===== src/rtl/output_port_arbiter.sv =====
// Round-robin arbiter sharing one router output port among N_IN two-phase
// (toggle) req/ack input channels; completes the input handshake after out_ack.
module output_port_arbiter #(
  parameter int unsigned N_IN        = 4,
  parameter int unsigned WIDTH       = 34,
  parameter int unsigned SYNC_STAGES = 2
) (
  input  logic                     clk,
  input  logic                     rst,
  input  logic [N_IN-1:0]          in_req,
  input  logic [N_IN*WIDTH-1:0]    in_data,
  output logic [N_IN-1:0]          in_ack,
  output logic                     out_req,
  output logic [WIDTH-1:0]         out_data,
  input  logic                     out_ack,
  output logic [$clog2(N_IN)-1:0]  grant_idx,
  output logic                     busy
);

  localparam int unsigned IdxW = $clog2(N_IN);
  localparam logic [IdxW-1:0] LastIdx = IdxW'(N_IN - 1);

  typedef enum logic {StIdle, StWait} state_e;

  state_e                 state_q, state_d;
  logic [N_IN-1:0]        req_sync_q [SYNC_STAGES];
  logic [N_IN-1:0]        req_sync_d [SYNC_STAGES];
  logic [SYNC_STAGES-1:0] ack_sync_q, ack_sync_d;
  logic [N_IN-1:0]        in_ack_q, in_ack_d;
  logic                   out_req_q, out_req_d;
  logic [WIDTH-1:0]       out_data_q, out_data_d;
  logic [IdxW-1:0]        grant_q, grant_d;
  logic                   busy_q, busy_d;

  logic [N_IN-1:0]        req_s;
  logic                   ack_s;
  logic [N_IN-1:0]        pend;
  logic                   win_found;
  logic [IdxW-1:0]        win_idx;
  logic [IdxW-1:0]        cand;
  logic [WIDTH-1:0]       win_data;

  always_comb begin
    req_sync_d[0] = in_req;
    for (int s = 1; s < SYNC_STAGES; s++) begin
      req_sync_d[s] = req_sync_q[s-1];
    end
    ack_sync_d = {ack_sync_q[SYNC_STAGES-2:0], out_ack};
  end

  assign req_s = req_sync_q[SYNC_STAGES-1];
  assign ack_s = ack_sync_q[SYNC_STAGES-1];
  assign pend  = req_s ^ in_ack_q;

  // Search starts one past the last grant; wrap is an explicit compare so
  // non-power-of-two N_IN works.
  always_comb begin
    win_found = 1'b0;
    win_idx   = grant_q;
    cand      = grant_q;
    for (int k = 0; k < N_IN; k++) begin
      cand = (cand == LastIdx) ? '0 : cand + IdxW'(1);
      if (!win_found && pend[cand]) begin
        win_found = 1'b1;
        win_idx   = cand;
      end
    end
  end

  assign win_data = in_data[win_idx*WIDTH +: WIDTH];

  always_comb begin
    state_d    = state_q;
    in_ack_d   = in_ack_q;
    out_req_d  = out_req_q;
    out_data_d = out_data_q;
    grant_d    = grant_q;
    busy_d     = busy_q;
    case (state_q)
      StIdle: begin
        if (win_found) begin
          out_data_d = win_data;
          out_req_d  = ~out_req_q;
          grant_d    = win_idx;
          busy_d     = 1'b1;
          state_d    = StWait;
        end
      end
      StWait: begin
        // Level compare: the downstream ack matches our request phase.
        if (ack_s == out_req_q) begin
          in_ack_d[grant_q] = ~in_ack_q[grant_q];
          busy_d            = 1'b0;
          state_d           = StIdle;
        end
      end
      default: state_d = StIdle;
    endcase
  end

  always_ff @(posedge clk or negedge rst) begin
    if (!rst) begin
      for (int s = 0; s < SYNC_STAGES; s++) begin
        req_sync_q[s] <= '0;
      end
      ack_sync_q <= '0;
      state_q    <= StIdle;
      in_ack_q   <= '0;
      out_req_q  <= 1'b0;
      out_data_q <= '0;
      grant_q    <= LastIdx;
      busy_q     <= 1'b0;
    end else begin
      for (int s = 0; s < SYNC_STAGES; s++) begin
        req_sync_q[s] <= req_sync_d[s];
      end
      ack_sync_q <= ack_sync_d;
      state_q    <= state_d;
      in_ack_q   <= in_ack_d;
      out_req_q  <= out_req_d;
      out_data_q <= out_data_d;
      grant_q    <= grant_d;
      busy_q     <= busy_d;
    end
  end

  assign in_ack    = in_ack_q;
  assign out_req   = out_req_q;
  assign out_data  = out_data_q;
  assign grant_idx = grant_q;
  assign busy      = busy_q;

endmodule


===== config.mk =====
export PLATFORM = sky130hd
export DESIGN_NAME = output_port_arbiter
export DESIGN_NICKNAME = d
export VERILOG_FILES = /design/src/rtl/output_port_arbiter.sv
export SDC_FILE = /design/constraint.sdc
export NUM_CORES = 1
export LEC_CHECK = 0
export BUFFER_PORTS_ARGS = -buffer_cell sky130_fd_sc_hd__buf_4
export CORE_UTILIZATION = 51
export CTS_BUF_LIST = sky130_fd_sc_hd__clkbuf_8
export DETAILED_ROUTE_END_ITERATION = 16
export GPL_TIMING_DRIVEN = 0
export PLACE_DENSITY = 0.89
export SLEW_MARGIN = 20
export SYNTH_ARGS = -nofsm -noshare
export SYNTH_HDL_FRONTEND = slang
export SYNTH_SLANG_ARGS = --single-unit

===== constraint.sdc =====
create_clock -name clk -period 5.2 [get_ports clk]
set_clock_uncertainty 0.05 [all_clocks]
set_input_delay 0.52 -clock clk [delete_from_list [all_inputs] [get_ports clk]]
set_output_delay 0.52 -clock clk [all_outputs]
set_load 0.005 [all_outputs]

Word level (Yosys, flattened, before mapping)
Cells that the tools add are included.

cells by class
  mux-type cells = 31
  equal/unequal tests = 7
  bitwise gates (word level) = 4
  $mul = 1
  shift operators = 1
  magnitude comparators = 6
  reduce and logical (&&, ||, !) cells = 10
  add/sub/neg operators = 4

operator list
  operator                                                           number
  variable part select 136 x 9 -> 34 bit                             1
  2-to-1 mux 2 bit                                                   8
  less-than comparator 2 x 3 -> 1 bit, second input constant         5
  2-to-1 mux 1 bit                                                   14
  binary-select mux 1 bit (select 2 bit)                             5
  adder 2 x 1 -> 2 bit, second input constant                        4
  equality test 2 bit, second input constant                         4
  multiplier 2 x 5 -> 7 bit, second input constant                   1
  AND reduction 2 bit                                                3
  bitwise mux 4 bit                                                  1
  logical AND 1 bit                                                  4
  case mux 1 bit (2 select lines)                                    2
  XOR 4 bit                                                          1
  logical NOT 1 bit                                                  3
  NOT 1 bit                                                          3
  demux 1 bit (select 2 bit)                                         1
  greater-or-equal comparator 2 x 1 -> 1 bit, second input constant  1
  inequality test 2 x 1 -> 1 bit, second input constant              1
  inequality test 2 bit, second input constant                       1
  equality test 1 bit                                                1

word-level totals
  output and inout bits = 42
  flip-flop bits (word level) = 53
  input bits = 143
  logic and storage cells = 73

Depth between registers and ports, before layout
  depth in word-level cells = 16
  mapped depth = 13
  depth with buffers taken out = 8

Least setup slack after synthesis
OpenSTA, ideal clock, no wires.

  path type = register to register
  start = register grant_q[0], in the netlist grant_idx[0]
  end = register out_data_q[5], in the netlist out_data[5]
  data required time = 5,016 ps
  data arrival time = 2,613 ps
  setup slack = 2,403 ps
  setup time = 134 ps
  stages on the path, launching flop included = 14
  path through = dfstp_2 -> buf_2 -> inv_1 -> ha_1 -> clkbuf_2 -> nor3_1 -> a22o_1 -> o21a_1 -> buf_2 -> nor3_2 -> buf_6 -> buf_12 -> mux2i_1 -> o211ai_2

on the way
  cells in the longest elaborated chain, start to end = 16
  elaborated cells between the ends (all ways) = 37

RTL lines
  what                                                                           line  text
  start, declared                                                                32    logic [IdxW-1:0] grant_q, grant_d;
  start signal, assigned                                                         111   grant_q <= LastIdx;
  start signal, assigned                                                         122   grant_q <= grant_d;
  parallel branches: the longest is 16 deep, another holds adder 2 x 1 -> 2 bit  -
  end signal, assigned                                                           121   out_data_q <= out_data_d;
  end, declared                                                                  31    logic [WIDTH-1:0] out_data_q, out_data_d;

Several ways; the timed one is not identified. The select of a mux whose other input is x is not followed.
A chain may end at the register's enable or synchronous reset.

Worst setup path after layout
  start = register grant_q[0], in the netlist grant_idx[0]
  end = register out_data_q[0], in the netlist out_data[0]

Same word-level chain as after synthesis.

==> run_results.csv <==
group,metric,value,unit
placed_design,place_congestion,0.846,
pwr,p_sw_share,44.8,%
cts,post_cts_resized,0,
die,fp.dieH,86.0,µm
cts,post_cts_buffers,0,
setup_path,cp.arrival,3530,ps
placed_design,numPortBuffers,184,
placed_design,dp_hpwl,8860,µm
drt,post-route-drc-count,0,
grt,grt_overflow,0,
setup_path,reg2reg_from,"grant_idx[0]",
cts,clockBufferDepth,2,
final_layout,antenna_cells,0,
setup_path,cp-start-kind,"flip-flop",
grt,grt_max_degree,54,
pwr,seqPwrFrac,19.0,%
pwr,pwr-share-comb,72.3,%
setup_path,cpMaxStageDelayCell,"dfstp_2",
sta,grt_setup_unrepaired,"false",
final_layout,final_cell_mix,"184 x buf_4, 51 x dfrtp_1, 41 x nand2_1",
die,rows,30,
die,die_w,86.0,µm
pwr,clock_power_share,8.7,%
setup_path,r2r_cells,10,
sta,worst_pin_slew,709,ps
drt,dr.pass1.iters,5,
die,dieArea,0.00740,mm²
setup_path,max_stage_delay,590,ps
die,start_util,53.0,%
cts,cts_max_level,2,
setup_path,path_cells,"buf_2 -> inv_1 -> ha_1 -> clkbuf_2 -> nand2_1 -> and4b_1 -> o31a_1 -> o21bai_1 -> clkbuf_1 -> o211ai_1",
run_status,status,"complete, no violations",
sta,hold_viol,0,
final_layout,layout-drive-gt1-share,39.1,%
synthesis,avgSynthCellArea,9.73,µm²
synthesis,yosysUniqueCellTypes,47,
sta,fin_crit_sh,65.4,%
setup_path,critPathBufInv,4,
drt,drt-total-wl,11600,µm
drt,drtAntennaViolNets,0,
pwr,p_leak,2.44,nW
setup_path,reg2reg_to,"out_data[0]",
synthesis,ys_ff_latch,53,
synthesis,syn-num-nets,517,
setup_path,crit_required,5320,ps
placed_design,pre_cts_slack,1910,ps
pwr,peakVddDrop,416,µV
synthesis,synthCells,370,
pwr,p_per_area,742,mW/mm²
grt,track_usage,31.0,%
die,core_area,0.00679,mm²
sta,slew_headroom,52.2,%
synthesis,ys_seq_area_share,36.9,%
sta,finalMaxSlewViolations,0,
grt,grt_first_pass_wirelength,17900,µm
drt,routed-via-count,3878,
cts,clkSinkCount,53,
cts,path_clk_slew,110,ps
die,io_pins,185,
cts,numCtsBuffers,5,
final_layout,final_common_cell,"buf_4",
synthesis,syn_area,0.00360,mm²
setup_path,worstPathMaxFanout,10,
grt,grt_pass1_vias,3859,
drt,via_per_inst,5.89,
sta,fin_tns_setup,0,ps
final_layout,fin_nets,708,
setup_path,reg2reg_slack,1800,ps
grt,antenna_found_initial,0,
final_layout,area_growth,45.4,%
hold_path,hp-class,"input pin to asynchronous set/reset pin",
job,max-cap-violations,0,
cts,cts_tree,"done",
synthesis,ys.warnings.count,0,
cts,clkLatencyLatePin,320,ps
cts,hold_buffers,0,
setup_path,end_kind,"flip-flop",
setup_path,critPathTopFamily,"buffers and inverters",
drt,avgRoutedWirePerCell,17.6,µm
setup_path,path_class,"flip-flop to flip-flop",
pwr,intPower,2.14,mW
drt,drt_iter0_drc,189,
sta,period_minus_slack,3400,ps
pwr,p_switching,1.74,mW
cts,root_buffer,"clkbuf_8",
sta,whs,187,ps
sta,layout_setup_ws,1800,ps
sta,setup-violations-final,0,
sta,max_freq,294,MHz
-- worst max path at each step --
| stage | start | end | slack (ps) | cells past startpoint |
|---|---|---|---|---|
| 3_3_place_gp | grant_idx[0] | out_data[0] | 1950 | 10 |
| 2_1_floorplan | grant_idx[0] | out_data[5] | 2400 | 13 |
| 5_1_grt | grant_idx[0] | out_data[31] | 1610 | 10 |
| 4_1_cts | grant_idx[0] | out_data[0] | 1880 | 10 |
| 3_5_place_dp | grant_idx[0] | out_data[31] | 1910 | 10 |
| 6_report | grant_idx[0] | out_data[0] | 1800 | 10 |
-- metrics by stage --
step	area, µm²	total power [mW]	utilization, %	instances
2_1_floorplan	3600	2.71	-	370
3_3_place_gp	5100	3.42	75.1	650
3_5_place_dp	5100	3.53	75.1	650
4_1_cts	5240	3.87	77.1	658
5_1_grt	5240	4.16	77.1	658
6_report	5240	3.88	77.1	658
-- worst reg2reg max path: cells and delay by family (launching register included) --
kind,cells,cell delay [ps]
compound gates,3,970
simple gates,2,350
flops,1,590
fa+ha+maj,1,290
buf+inv,4,1010
-- kinds of logic (layout without fill, tap and decap cells) --
kind of cell	count (synthesis)	count (layout)	share of synthesized area, %
xor+xnor	9	9	2.82
buf+inv	40	232	6.05
compound gates	126	126	25.0
flops	53	53	36.9
simple gates	98	98	16.5
fa+ha+maj	4	4	1.39
mux	40	40	11.3
-- cell type report --
cell class | count | area [µm²]
Multi-Input combinational cell | 277 | 2050
Fill cell | 467 | 1560
Timing Repair Buffer | 184 | 1380
Sequential cell | 53 | 1330
Buffer | 36 | 203
Tap cell | 96 | 120
Clock buffer | 5 | 68.8
Clock inverter | 3 | 65.1
Inverter | 4 | 15.0
-- power groups by stage --
stage	registers, mW	logic [mW]	clock network [mW]
2_1_floorplan	0.733	1.98	0
3_3_place_gp	0.732	2.69	0
3_5_place_dp	0.739	2.79	0
4_1_cts	0.732	2.79	0.340
5_1_grt	0.752	3.05	0.360
6_report	0.736	2.81	0.338
-- sequential cells by signal, indices dropped and copies added (netlist names) --
| register | cells |
|---|---|
| req_s | 4 |
| out_req | 1 |
| req_sync_d | 4 |
| grant_idx | 2 |
| out_data | 34 |
| ack_sync_q | 2 |
| busy | 1 |
| state_q | 1 |
| in_ack | 4 |
-- cell usage after synthesis (all sizes together) --
| cell type | instances | area (µm²) |
|---|---|---|
| a22o | 1 | 8.76 |
| a31oi | 3 | 25.0 |
| a31o | 2 | 17.5 |
| o21a | 1 | 7.51 |
| ha | 4 | 50.1 |
| xnor2 | 6 | 52.6 |
| nor2 | 4 | 17.5 |
| nor3 | 7 | 45.0 |
| a21oi | 1 | 5.00 |
| o21bai | 1 | 7.51 |
| nand3 | 3 | 15.0 |
| or2 | 1 | 6.26 |
| nand4 | 1 | 6.26 |
| xor2 | 3 | 48.8 |
| clkbuf | 28 | 106 |
| inv | 4 | 15.0 |
| dfrtp | 51 | 1280 |
| nand2 | 41 | 154 |
| o221ai | 1 | 8.76 |
| o31a | 35 | 307 |
| a21o | 1 | 7.51 |
| and2 | 1 | 6.26 |
| and3 | 1 | 6.26 |
| o21ai | 41 | 209 |
| mux2i | 35 | 350 |
| and4 | 35 | 309 |
| and4b | 1 | 10.0 |
| a22oi | 2 | 15.0 |
| o211ai | 35 | 268 |
| mux2 | 5 | 56.3 |
| nor4 | 1 | 6.26 |
| a211oi | 2 | 15.0 |
| nand2b | 1 | 6.26 |
| nor2b | 1 | 6.26 |
| dfstp | 2 | 52.6 |
| buf | 8 | 96.3 |
-- metal layers --
metal	wire length, µm	part of all wire [%]	track usage [%]	up-vias
li1	-	-	-	1806
met1	4380	38	36.6	1823
met2	5960	52	54.8	207
met3	776	6.7	5.58	42
met4	444	3.8	13.9	0
met5	0	0	0	-
Note: power is estimated with default switching activity, not from simulation.
